File: src/rtl/kb_cmd_sched.sv
// kb_cmd_sched -- keyboard command scheduler.
//
// Pops ASCII codes from the PS/2 keyboard buffer one at a time. Each code is
// decoded into a command for one of two players. Each player has a one-entry
// command slot with a valid/ack handshake toward game logic. After an ack,
// that player's valid output is held low for a cooldown period.
//
// Ports:
//   clk, reset           system clock; asynchronous active-low reset
//   kb_not_empty         keyboard buffer holds a code (ascii_code is valid)
//   ascii_code[7:0]      head-of-buffer ASCII code
//   rd_key               one-cycle pop strobe to the keyboard buffer
//   p1_cmd/p1_valid/p1_ack  player 1 command slot handshake
//   p2_cmd/p2_valid/p2_ack  player 2 command slot handshake
//   drop_cnt[7:0]        saturating count of overwritten/discarded commands
//   paused               pause state
//
// Command encoding: 0 none, 1 up, 2 down, 3 left, 4 right, 5 bomb.
//
// Optional feature, macro KB_CMD_PAUSE_EN:
//   When the macro is defined, key 'p' (0x70) toggles `paused`. While paused,
//   both valid outputs are forced low and the cooldown timers freeze. Keys
//   still pop and slots still update while paused.
//   When the macro is undefined, 0x70 is an ordinary unmapped key and
//   `paused` is tied to 0.
module kb_cmd_sched #(
    parameter int COOLDOWN = 16,
    parameter int CW       = 16
) (
    input  logic       clk,
    input  logic       reset,
    input  logic       kb_not_empty,
    input  logic [7:0] ascii_code,
    output logic       rd_key,
    output logic [2:0] p1_cmd,
    output logic       p1_valid,
    input  logic       p1_ack,
    output logic [2:0] p2_cmd,
    output logic       p2_valid,
    input  logic       p2_ack,
    output logic [7:0] drop_cnt,
    output logic       paused
);

    localparam int             NUM_PL  = 2;
    localparam logic [CW-1:0]  CD_LOAD = CW'(COOLDOWN);

    localparam logic [2:0] CMD_NONE  = 3'd0;
    localparam logic [2:0] CMD_UP    = 3'd1;
    localparam logic [2:0] CMD_DOWN  = 3'd2;
    localparam logic [2:0] CMD_LEFT  = 3'd3;
    localparam logic [2:0] CMD_RIGHT = 3'd4;
    localparam logic [2:0] CMD_BOMB  = 3'd5;

    typedef enum logic [1:0] {IDLE, POP, SETTLE} state_e;

    state_e state_q, state_d;
    logic [7:0] key_q, key_d;
    logic [7:0] drop_cnt_q, drop_cnt_d;
    logic       paused_q, paused_d;

    logic [NUM_PL-1:0][2:0] dec_cmd;
    logic [NUM_PL-1:0]      dec_hit;
    logic [NUM_PL-1:0][2:0] pl_cmd;
    logic [NUM_PL-1:0]      pl_valid;
    logic [NUM_PL-1:0]      pl_drop;
    logic [NUM_PL-1:0]      pl_ack;

    assign pl_ack = {p2_ack, p1_ack};

    // ---------------------------------------------------------------- FSM
    // The key is latched on leaving IDLE. The POP cycle therefore decodes a
    // stable value even if the buffer empties underneath it. SETTLE gives the
    // buffer one cycle to update its empty flag after the pop.
    always_comb begin
        state_d = state_q;
        key_d   = key_q;
        rd_key  = 1'b0;
        case (state_q)
            IDLE: begin
                if (kb_not_empty) begin
                    key_d   = ascii_code;
                    state_d = POP;
                end
            end
            POP: begin
                rd_key  = 1'b1;
                state_d = SETTLE;
            end
            SETTLE:  state_d = IDLE;
            default: state_d = IDLE;
        endcase
    end

    always_ff @(posedge clk or negedge reset) begin
        if (!reset) begin
            state_q <= IDLE;
            key_q   <= 8'h00;
        end else begin
            state_q <= state_d;
            key_q   <= key_d;
        end
    end

    // ------------------------------------------------------------- decode
    always_comb begin
        dec_hit = '0;
        dec_cmd = '0;
        case (key_q)
            8'h77: begin dec_hit[0] = 1'b1; dec_cmd[0] = CMD_UP;    end
            8'h73: begin dec_hit[0] = 1'b1; dec_cmd[0] = CMD_DOWN;  end
            8'h61: begin dec_hit[0] = 1'b1; dec_cmd[0] = CMD_LEFT;  end
            8'h64: begin dec_hit[0] = 1'b1; dec_cmd[0] = CMD_RIGHT; end
            8'h20: begin dec_hit[0] = 1'b1; dec_cmd[0] = CMD_BOMB;  end
            8'h69: begin dec_hit[1] = 1'b1; dec_cmd[1] = CMD_UP;    end
            8'h6B: begin dec_hit[1] = 1'b1; dec_cmd[1] = CMD_DOWN;  end
            8'h6A: begin dec_hit[1] = 1'b1; dec_cmd[1] = CMD_LEFT;  end
            8'h6C: begin dec_hit[1] = 1'b1; dec_cmd[1] = CMD_RIGHT; end
            8'h6D: begin dec_hit[1] = 1'b1; dec_cmd[1] = CMD_BOMB;  end
            default: ;
        endcase
    end

    // -------------------------------------------------------------- pause
`ifdef KB_CMD_PAUSE_EN
    always_comb begin
        paused_d = paused_q ^ (rd_key && (key_q == 8'h70));
    end

    always_ff @(posedge clk or negedge reset) begin
        if (!reset) paused_q <= 1'b0;
        else        paused_q <= paused_d;
    end
`else
    assign paused_d = 1'b0;
    assign paused_q = 1'b0;
`endif

    // ---------------------------------------------------------- per player
    for (genvar g = 0; g < NUM_PL; g++) begin : g_pl
        logic [2:0]    cmd_q, cmd_d, cur;
        logic [CW-1:0] cd_q, cd_d;
        logic          valid_q, valid_d;
        logic          ack_ok, load, drop;

        always_comb begin
            ack_ok = pl_ack[g] & valid_q;
            load   = rd_key & dec_hit[g];
            // An ack in the same cycle as a load frees the slot first.
            // The incoming key then lands in an empty slot and is not a drop.
            cur    = ack_ok ? CMD_NONE : cmd_q;
            cmd_d  = cur;
            drop   = 1'b0;
            if (load) begin
                if (cur == CMD_NONE) begin
                    cmd_d = dec_cmd[g];
                end else begin
                    drop = 1'b1;
                    // A pending bomb is never displaced. A pending move is
                    // replaced by any newer command.
                    if (cur != CMD_BOMB) cmd_d = dec_cmd[g];
                end
            end

            if (ack_ok)                          cd_d = CD_LOAD;
            else if (cd_q != '0 && !paused_d)    cd_d = cd_q - CW'(1);
            else                                 cd_d = cd_q;

            // valid is computed from next-state values so that it is
            // registered in the same cycle as the slot and timer it reflects.
            valid_d = (cmd_d != CMD_NONE) && (cd_d == '0) && !paused_d;
        end

        always_ff @(posedge clk or negedge reset) begin
            if (!reset) begin
                cmd_q   <= CMD_NONE;
                cd_q    <= '0;
                valid_q <= 1'b0;
            end else begin
                cmd_q   <= cmd_d;
                cd_q    <= cd_d;
                valid_q <= valid_d;
            end
        end

        assign pl_cmd[g]   = cmd_q;
        assign pl_valid[g] = valid_q;
        assign pl_drop[g]  = drop;
    end

    // ----------------------------------------------------------- drop count
    // A single key maps to at most one player, so at most one drop per pop.
    always_comb begin
        drop_cnt_d = drop_cnt_q;
        if ((|pl_drop) && (drop_cnt_q != 8'hFF)) drop_cnt_d = drop_cnt_q + 8'd1;
    end

    always_ff @(posedge clk or negedge reset) begin
        if (!reset) drop_cnt_q <= 8'h00;
        else        drop_cnt_q <= drop_cnt_d;
    end

    assign p1_cmd   = pl_cmd[0];
    assign p1_valid = pl_valid[0];
    assign p2_cmd   = pl_cmd[1];
    assign p2_valid = pl_valid[1];
    assign drop_cnt = drop_cnt_q;
    assign paused   = paused_q;

endmodule

File: config.mk
export PLATFORM = sky130hd
export DESIGN_NAME = kb_cmd_sched
export DESIGN_NICKNAME = d
export VERILOG_FILES = /design/src/rtl/kb_cmd_sched.sv
export SDC_FILE = /design/constraint.sdc
export NUM_CORES = 1
export LEC_CHECK = 0
export CAP_MARGIN = 20
export CORE_MARGIN = 2
export CORE_UTILIZATION = 30
export DETAILED_ROUTE_END_ITERATION = 8
export DONT_BUFFER_PORTS = 1
export HOLD_SLACK_MARGIN = 0.1
export PLACE_DENSITY = 0.42
export SETUP_SLACK_MARGIN = 0.5
export SYNTH_ARGS = -nofsm -noshare
export SYNTH_HDL_FRONTEND = slang
export SYNTH_SLANG_ARGS = --single-unit
export TNS_END_PERCENT = 5
File: constraint.sdc
create_clock -name clk -period 2.7 [get_ports clk]
set_input_delay 0.27 -clock clk [delete_from_list [all_inputs] [get_ports clk]]
set_output_delay 0.27 -clock clk [all_outputs]
set_load 0.005 [all_outputs]
==> impl_metrics.csv <==
group,metric,value,unit
run_status,status,"complete, no violations",
power,intPower,0.00156,W
setup_path,worstPathRequired,2.94,ns
route,drt-met1-wl,3730,um
die,die_y,107,um
power,combPwrFrac,0.115,
die,std_cell_rows,37,
timing,fmax,424,MHz
yosys,ys_ff_latch,58,
power,ir_drop,0.248,mV
route,drc,0,
route,drt-wirelength-per-cell,15.5,um
grt,grt_usage,0.144,
grt,grt_antenna_before_repair,0,
power,swShare,0.268,
setup_path,cp_num_buf_inv,2,
route,dr_wl_met2,3720,um
setup_path,cp-end-kind,"flip-flop",
die,start_util,0.310,
route,postRouteAntennaNets,0,
timing,slew_viol_final,0,
setup_path,path_cells,"inv_2, ha_1, or4b_4, nor4_4, buf_6, mux2i_1, a311oi_2, nand4b_1, nor4_2",
cts,cts_root_buffer,"clkbuf_8",
route,wl,7740,um
die,dieWidth,107,um
route,drtIter0Drc,124,
timing,fin_tns_setup,0,ns
setup_path,critPathMaxStageDelay,0.50,ns
cts,cts.clk_slew.worst_paths,0.07,ns
timing,grt_setup_unrepaired,"yes",
placement,placed_cells,468,
route,wl_met3,247,um
setup_path,cp_top_family,"simple AND/OR/NAND/NOR gates",
final_layout,drive_gt1_frac,0.208,
route,viasPerCell,5.13,
die,ios,31,
placement,gp_congestion,0.768,
die,coreArea,10300,um2
min_path,min-delay-path-class,"input port to flip-flop",
cts,clock_latency,0.33,ns
placement,hpwl,5410,um
cts,htreeDepth,3,
final_layout,mostFrequentLayoutCell,"dfrtp_1",
final_layout,syn_to_final_growth,21.4,%
power,totalPowerFinal,0.00213,W
yosys,syn_area,3200,um2
power,share_seq_of_total_power,0.484,
power,p_sw,0.000571,W
yosys,synth_warnings,0,
grt,grt_pass1_vias,2605,
setup_path,worstPathArrival,2.60,ns
placement,port_buffers,0,
yosys,syn_avg_cell_area,9.91,um2
yosys,ys_seq_area_frac,0.453,
timing,skew,0.00805,ns
power,powerDensity,548,nW/um2
timing,finalCriticalPeriod,2.36,ns
timing,period_share,0.874,
grt,grt_max_degree,59,
yosys,synth_cell_types,64,
timing,hold_viol,0,
final_layout,diodes,0,
route,top_layer_used,"met4",
final_layout,stdcell_count,501,
setup_path,cp-start-kind,"flip-flop",
die,die_area,11500,um2
setup_path,cp_slowest_cell,"or4b_4",
setup_path,cp_max_fo,5,
power,clkPwrFrac,0.401,
yosys,netlist_instances,323,
power,p_leak,1.51,nW
cts,clock_path_buffers,2,
timing,setup_viol,0,
yosys,ys_async_sr_fraction,1.00,
cts,cts_tree,"built",
yosys,synth_flop_cell,"dfrtp_1",
grt,grt_first_pass_wirelength,13100,um
cts,clock-sinks,58,
job,maxCapViolCount,0,
grt,overflow,0,
timing,whs,0.275,ns
final_layout,final_cell_area,3890,um2
final_layout,final_cell_mix,"dfrtp_1 (57), nor2_1 (34), buf_4 (29), xnor2_1 (19), nand2_1 (17)",
route,vias,2572,
yosys,synth_edf_count,0,
route,dr.pass1.iters,5,
placement,place_area,3490,um2
yosys,syn_nets,341,
final_layout,nets,379,
cts,tritoncts.num_buffers,9,
setup_path,crit_type,"flip-flop to flip-flop",
[flip-flops by register name, summed over array words and instances, names as in the netlist]
| register | flops |
|---|---|
| g_pl.cd_q | 32 |
| p1_valid | 1 |
| state_q | 2 |
| p2_valid | 1 |
| p2_cmd | 3 |
| key_q | 8 |
| p1_cmd | 3 |
| drop_cnt | 8 |
[Yosys cell counts, types with 5 or more instances]
cell type | n | area, um2
nor3b_1 | 5 | 37.5
a211oi_1 | 6 | 45.0
mux2_2 | 8 | 90.1
nor3_1 | 15 | 75.1
o21ai_0 | 5 | 25.0
inv_1 | 10 | 37.5
nor4_1 | 13 | 81.3
nand2_1 | 17 | 63.8
nor2b_1 | 8 | 50.1
xnor2_1 | 19 | 166
ha_1 | 5 | 62.6
nand3_1 | 7 | 35.0
a21oi_1 | 12 | 60.1
nand4_1 | 10 | 62.6
clkbuf_1 | 7 | 26.3
or3_1 | 7 | 43.8
dfrtp_1 | 58 | 1450
nor2_1 | 34 | 128
[power groups by stage]
stage               clock network, W  logic (W)  registers [W]
CTS                         0.000879   0.000247        0.00103
global route                0.000923   0.000278        0.00105
detailed placement                 0   0.000212        0.00105
floorplan                          0   0.000178        0.00102
finish                      0.000854   0.000244        0.00103
global placement                   0   0.000210        0.00105
[per-layer routing]
layer,GRT usage,up-vias
met5,0,-
met4,0.0473,0
met3,0.0339,4
met2,0.234,40
met1,0.189,1253
li1,-,1275
[area by class of cell]
class                      count  area, um2
fill                        1029       6440
multi-input combinational    242       1680
sequential                    58       1450
clock inverter                 2       35.0
tap                          136        170
clock buffer                  13        169
timing repair buffer          40        347
inverter                      10       37.5
[timing repair]
item,in CTS,in global routing
setup buffers,6,2
resized for setup,6,2
hold buffers,10,0
setup endpoints to repair,11,10
endpoints found under the hold margin,66,0
pin swaps,1,2
[cells by family (layout without fill, tap and decap cells)]
kind of cell    Yosys count  in the layout  share of synthesized area
fa+ha+maj                 5              5                     0.0195
simple gates            153            153                      0.280
compound gates           51             51                      0.118
xor+xnor                 22             22                     0.0602
other cells               1              1                    0.00117
buf+inv                  23             65                     0.0336
mux                      10             10                     0.0344
flops                    58             58                      0.453
[through the flow]
step,util,worst slack [ns]
after floorplan,-,0.484
after global placement,0.338,0.203
after detailed placement,0.338,0.230
after CTS,0.375,0.294
after global routing,0.376,0.203
final,0.376,0.340
[final timing paths]
check / from / to / slack (ns) / cells after the start
worst max-delay path: g_pl[1].cd_q[0] / p2_valid / 0.34 / 9
worst min-delay path: p2_ack / g_pl[1].cd_q[15] / 0.28 / 2
worst max register to register: g_pl[1].cd_q[0] / p2_valid / 0.34 / 9
worst min register to register: state_q[1] / state_q[1] / 0.49 / 1
max in group asynchronous: reset / g_pl[1].cd_q[1] / 1.97 / 2
min in group asynchronous: reset / g_pl[0].cd_q[6] / 0.46 / 2
(Power assumes the default switching activity.)
